$ cat config.mk
export PLATFORM = sky130hd
export DESIGN_NAME = sram_word_serializer
export DESIGN_NICKNAME = d
export VERILOG_FILES = /design/src/rtl/sram_word_serializer.sv
export SDC_FILE = /design/constraint.sdc
export NUM_CORES = 1
export LEC_CHECK = 0
export ABC_CLOCK_PERIOD_IN_PS = 3310
export CORE_ASPECT_RATIO = 1.2
export CORE_MARGIN = 5
export CORE_UTILIZATION = 35
export CTS_CLUSTER_SIZE = 40
export DETAILED_ROUTE_END_ITERATION = 12
export GPL_ROUTABILITY_DRIVEN = 0
export GPL_TIMING_DRIVEN = 0
export PLACE_DENSITY = 0.66
export SETUP_SLACK_MARGIN = 0.05
export SLEW_MARGIN = 10
export SYNTH_ARGS = -nofsm -noshare
export SYNTH_HDL_FRONTEND = slang
export SYNTH_SLANG_ARGS = --single-unit
$ cat constraint.sdc
create_clock -name BUS_CLK -period 3.31 [get_ports BUS_CLK]
set_clock_uncertainty 0.05 [all_clocks]
set_input_delay 0.662 -clock BUS_CLK [delete_from_list [all_inputs] [get_ports BUS_CLK]]
set_output_delay 0.662 -clock BUS_CLK [all_outputs]
set_load 0.02 [all_outputs]
$ cat src/rtl/sram_word_serializer.sv
// Buffers 32-bit arbiter words in a small FIFO and hands them to the SRAM
// write port as two 16-bit halves, low half first, with a word counter and a sticky overflow flag.
module sram_word_serializer #(
  parameter int ABITS = 2
) (
  input  logic             BUS_CLK,
  input  logic             BUS_RST,
  input  logic             CLEAR,
  input  logic             WRITE_IN,
  input  logic [31:0]      DATA_IN,
  output logic             READY_OUT,
  output logic             HALF_VALID,
  output logic [15:0]      HALF_DATA,
  input  logic             HALF_READY,
  output logic [ABITS:0]   FILL_LEVEL,
  output logic [31:0]      WORD_COUNT,
  output logic             OVERFLOW
);

  localparam int DEPTH = 2 ** ABITS;
  localparam logic [ABITS:0]   FILL_FULL = (ABITS + 1)'(DEPTH);
  localparam logic [ABITS:0]   FILL_ZERO = (ABITS + 1)'(0);
  localparam logic [ABITS:0]   FILL_ONE  = (ABITS + 1)'(1);
  localparam logic [ABITS-1:0] PTR_ZERO  = ABITS'(0);
  localparam logic [ABITS-1:0] PTR_ONE   = ABITS'(1);

  typedef enum logic [1:0] {
    S_EMPTY = 2'd0,
    S_LOW   = 2'd1,
    S_HIGH  = 2'd2
  } state_t;

  logic [31:0]      mem_r [DEPTH];
  logic [ABITS-1:0] wr_ptr_r;
  logic [ABITS-1:0] rd_ptr_r;
  logic [ABITS:0]   fill_r;
  state_t           state_r;
  logic [31:0]      word_r;
  logic             half_valid_r;
  logic [15:0]      half_data_r;
  logic [31:0]      word_count_r;
  logic             overflow_r;

  logic             ready_s;
  logic             push_s;
  logic             pop_s;
  logic             count_inc_s;
  logic [31:0]      head_s;
  state_t           state_next_s;
  logic             half_valid_next_s;
  logic [15:0]      half_data_next_s;

  // No pass-through when full: a pop in the same cycle does not free a slot yet.
  assign ready_s    = (fill_r != FILL_FULL) & ~CLEAR;
  assign push_s     = WRITE_IN & ready_s;
  assign head_s     = mem_r[rd_ptr_r];

  assign READY_OUT  = ready_s;
  assign HALF_VALID = half_valid_r;
  assign HALF_DATA  = half_data_r;
  assign FILL_LEVEL = fill_r;
  assign WORD_COUNT = word_count_r;
  assign OVERFLOW   = overflow_r;

  // Serializer next-state, pop request and next half-word.
  always_comb begin
    state_next_s      = state_r;
    half_valid_next_s = half_valid_r;
    half_data_next_s  = half_data_r;
    pop_s             = 1'b0;
    count_inc_s       = 1'b0;
    case (state_r)
      S_EMPTY: begin
        if (fill_r != FILL_ZERO) begin
          pop_s             = 1'b1;
          half_valid_next_s = 1'b1;
          half_data_next_s  = head_s[15:0];
          state_next_s      = S_LOW;
        end else begin
          half_valid_next_s = 1'b0;
        end
      end
      S_LOW: begin
        if (HALF_READY) begin
          half_data_next_s = word_r[31:16];
          state_next_s     = S_HIGH;
        end else begin
          state_next_s     = S_LOW;
        end
      end
      S_HIGH: begin
        if (HALF_READY) begin
          count_inc_s = 1'b1;
          // Chain straight into the next word so the stream has no bubble.
          if (fill_r != FILL_ZERO) begin
            pop_s            = 1'b1;
            half_data_next_s = head_s[15:0];
            state_next_s     = S_LOW;
          end else begin
            half_valid_next_s = 1'b0;
            state_next_s      = S_EMPTY;
          end
        end else begin
          state_next_s = S_HIGH;
        end
      end
      default: begin
        half_valid_next_s = 1'b0;
        state_next_s      = S_EMPTY;
      end
    endcase
  end

  // FIFO storage; contents are don't-care until written.
  always_ff @(posedge BUS_CLK) begin
    if (push_s) begin
      mem_r[wr_ptr_r] <= DATA_IN;
    end
  end

  // FIFO pointers and fill level.
  always_ff @(posedge BUS_CLK or posedge BUS_RST) begin
    if (BUS_RST) begin
      wr_ptr_r <= PTR_ZERO;
      rd_ptr_r <= PTR_ZERO;
      fill_r   <= FILL_ZERO;
    end else if (CLEAR) begin
      wr_ptr_r <= PTR_ZERO;
      rd_ptr_r <= PTR_ZERO;
      fill_r   <= FILL_ZERO;
    end else begin
      if (push_s) begin
        wr_ptr_r <= wr_ptr_r + PTR_ONE;
      end
      if (pop_s) begin
        rd_ptr_r <= rd_ptr_r + PTR_ONE;
      end
      case ({push_s, pop_s})
        2'b10:   fill_r <= fill_r + FILL_ONE;
        2'b01:   fill_r <= fill_r - FILL_ONE;
        default: fill_r <= fill_r;
      endcase
    end
  end

  // Serializer state, holding word and registered half-word outputs.
  always_ff @(posedge BUS_CLK or posedge BUS_RST) begin
    if (BUS_RST) begin
      state_r      <= S_EMPTY;
      word_r       <= 32'd0;
      half_valid_r <= 1'b0;
      half_data_r  <= 16'd0;
    end else if (CLEAR) begin
      state_r      <= S_EMPTY;
      word_r       <= 32'd0;
      half_valid_r <= 1'b0;
      half_data_r  <= 16'd0;
    end else begin
      state_r      <= state_next_s;
      half_valid_r <= half_valid_next_s;
      half_data_r  <= half_data_next_s;
      if (pop_s) begin
        word_r <= head_s;
      end
    end
  end

  // Completed-word counter and sticky overflow flag.
  always_ff @(posedge BUS_CLK or posedge BUS_RST) begin
    if (BUS_RST) begin
      word_count_r <= 32'd0;
      overflow_r   <= 1'b0;
    end else if (CLEAR) begin
      word_count_r <= 32'd0;
      overflow_r   <= 1'b0;
    end else begin
      if (count_inc_s) begin
        word_count_r <= word_count_r + 32'd1;
      end
      if (WRITE_IN & ~ready_s) begin
        overflow_r <= 1'b1;
      end
    end
  end

endmodule

==> reports/results.ini <==
[critical_path]
r2r_cells=9
cp-start-kind=input port
critPathBufInv=4
cp_cell_sequence=buf_2 -> clkbuf_1 -> buf_2 -> nor2_1 -> clkdlybuf4s50_1
critical_path_arrival_ns=2.38
crit_slowest_cell=clkdlybuf4s50_1
worstSetupEndpointType=output port
critPathMaxFanout=19
cpLargestDelayFamily=buffers and inverters
max_stage_delay_ns=0.56
reg2reg_from=FILL_LEVEL[1]$_DFFE_PP0P_
ff2ff_setup_slack_ns=0.58
critPathKind=input port to output port
crit_top_cell=buf_2
critical_path_required_ns=2.60
reg2reg_to=FILL_LEVEL[2]$_DFFE_PP0P_

[place]
dpl_worst_slack_ns=-0.337
placed_cell_area_um2=9720
dp_hpwl_um=12000
port_buffers=89

[timing]
rsz0062_at_grt=false
layout_min_cycle_time_ns=3.09
fin_ws_ns=0.221
drv_slew=0
hold_viol=0
fin_crit_sh_pct=93.3
setup_viol=0
slew_headroom_pct=42.4
hold_ws_ns=0.405
fmax_mhz=324
worstMarginPinSlew_ns=0.859

[finish]
utilization_pct=44.4
seq_area_um2=5720
final_design_area_no_fill_um2=10300
nets=712
area_growth_pct=24.3
fill_cells=2064
multi_input_area_um2=2430
antenna_cells=0
layout-drive-gt1-share_pct=14.3

[clock_network]
cts_tree=built
cts_sinks=203
post_cts_buffers=0
ctsLongestPathBuffers=3
path_clk_slew_ns=0.06
cts_hold_buf=0
cts-resized-gates=1
clock_latency_ns=0.48
cts_made_buffers=21
cts_htree_levels=1
cts_root_buffer=clkbuf_16

[floorplan]
die_h_um=179
io_pins=91
core.rowCount=61
dieArea_um2=27000
dieWidth_um=151
start_util_pct=35.7
core_area_um2=23300

[power]
pwr-share-clk_pct=29.7
power.density_nw_per_um2=697
p_int_w=0.00507
p_sw_share_pct=29.7
p_sw_w=0.00214
p_leak_nw=3.71
power_w=0.00721
peakVddDrop_mv=0.436
seqPwrFrac_pct=44.6
pwr-share-comb_pct=25.7

[global_routing]
grtUsageTotal_pct=13.4
antenna_found_initial=0
grt_pass1_vias=5025
gr-total-overflow=0
grt_max_degree=63
grt_pass1_wl_um=28200

[synth]
yosys_warnings=0
yosysTopAreaCell=edfxtp_1
ys_ff_latch=203
ys_types=44
synth_top_area_share_pct=46.2
synth_fp_nets=596
synthTopCellsByArea=edfxtp_1 46%, dfrtp_1 23%, mux4_2 8.7%, nand2_1 2.8%, mux2i_1 2.2%
netlist_instances=553
syn_avg_cell_area_um2=15.0
netlist_area_um2=8320
yosysSeqAreaShare_pct=68.8

[drt]
viasPerCell=4.88
first_pass_iters=5
wl_per_cell_um=17.7
antenna_left=0
drt-initial-drc-count=278
drt-total-wl_um=17700
drc=0
via_count=4872

[outcome]
status=finished clean

[worst_hold_path]
hp-class=input port to async pin

[run]
cap_violations=0

==> per-stage QoR <==
stage	TNS (ns)	std cells
after floorplan	0	553
after global placement	-108.26	957
after detailed placement	-0.411	962
after CTS	0	998
after global routing	0	998
final	0	998
==> worst max-delay path by stage <==
stage,slack [ns],startpoint,to,cells past startpoint
floorplan,0.69,BUS_RST,FILL_LEVEL[0]$_DFFE_PP0P_,1
global placement,-0.76,BUS_RST,WORD_COUNT[22]$_DFFE_PP0P_,2
finish,0.22,CLEAR,READY_OUT,5
global route,0.06,CLEAR,READY_OUT,5
CTS,0.18,CLEAR,READY_OUT,5
detailed placement,-0.34,CLEAR,READY_OUT,6
==> metal layers <==
layer  global-route usage (%)  routed length [um]  vias up
met2                     22.6                8730      128
met3                     2.60                 969       25
met1                     17.9                7710     2430
met5                        0                   0        -
met4                     2.95                 284        0
li1                         -                   -     2289
==> synth_stat cells <==
library cell / number
edfxtp_1: 128
dfrtp_1: 75
nand2_1: 61
nor2_1: 39
mux4_2: 32
a21oi_1: 25
o21ai_0: 22
xnor2_1: 20
mux2i_1: 18
buf_2: 11
clkbuf_1: 11
nor3_1: 10
inv_1: 9
nand3_1: 8
nor4_1: 8
and2_1: 7
and4_1: 6
nand4_1: 6
xor2_1: 6
ha_1: 5
nand2b_1: 5
or3_1: 5
a31o_2: 3
and3_1: 3
buf_1: 3
buf_6: 3
nor2b_1: 3
nor3b_1: 3
a21o_1: 2
nor3b_2: 2
a2111oi_0: 1
a311oi_1: 1
a41o_1: 1
and3b_1: 1
fa_1: 1
nand2_2: 1
nand3b_1: 1
nor3_2: 1
nor4_4: 1
nor4b_1: 1
o211ai_4: 1
o21ai_2: 1
o31ai_1: 1
o32a_1: 1
==> cells in the final DEF, fill, tap and decap left out, drive strengths merged, types with 5 or more instances in the layout <==
master,instances
xor2,6
nor3b,5
inv,10
a21oi,25
dfrtp,75
nor4,9
clkinv,8
mux2i,18
ha,5
nor2,39
nand4,6
and2,7
buf,22
nand2,62
clkbuf,36
or3,5
edfxtp,128
nand3,8
and4,6
nand2b,5
nor3,11
mux4,32
o21ai,23
xnor2,20
clkdlybuf4s50,89
==> state kept, by name, summed over array words and instances, names as in the netlist <==
signal / flops
HALF_VALID: 1
rd_ptr_r: 2
WORD_COUNT: 32
state_r: 2
OVERFLOW: 1
mem_r: 128
FILL_LEVEL: 3
wr_ptr_r: 2
word_r: 16
HALF_DATA: 16
==> worst reg2reg max path: stages (launching register included) <==
cell	delay, ns
dfrtp_1	0.45
nor3_1	0.32
or3_1	0.23
buf_2	0.25
buf_2	0.28
nor2_1	0.10
fa_1	0.41
nor3_1	0.24
o21ai_0	0.12
nor3b_1	0.14
==> final cells by class <==
class | count | share of cell area, %
Multi-Input combinational cell | 313 | 23.5
Timing Repair Buffer | 94 | 9.66
Clock inverter | 11 | 0.666
Clock buffer | 26 | 5.36
Buffer | 27 | 1.34
Sequential cell | 203 | 55.3
Inverter | 9 | 0.351
Tap cell | 315 | 3.81
==> logic make-up after synthesis <==
kind of cell | share of synthesized area [%]
flip-flops | 68.8
AND/OR/NAND/NOR | 10.3
AO/OA/AOI/OAI | 4.23
multiplexers | 10.8
buffers and inverters | 2.11
XOR/XNOR | 2.74
adder cells (fa/ha/maj) | 0.993
==> power groups by stage <==
stage	sequential (W)	clock, W	combinational (W)
global route	0.00325	0.00231	0.00204
CTS	0.00322	0.00219	0.00190
floorplan	0.00335	0	0.00107
finish	0.00321	0.00214	0.00185
detailed placement	0.00327	0	0.00189
global placement	0.00327	0	0.00184
(Power assumes the default switching activity.)
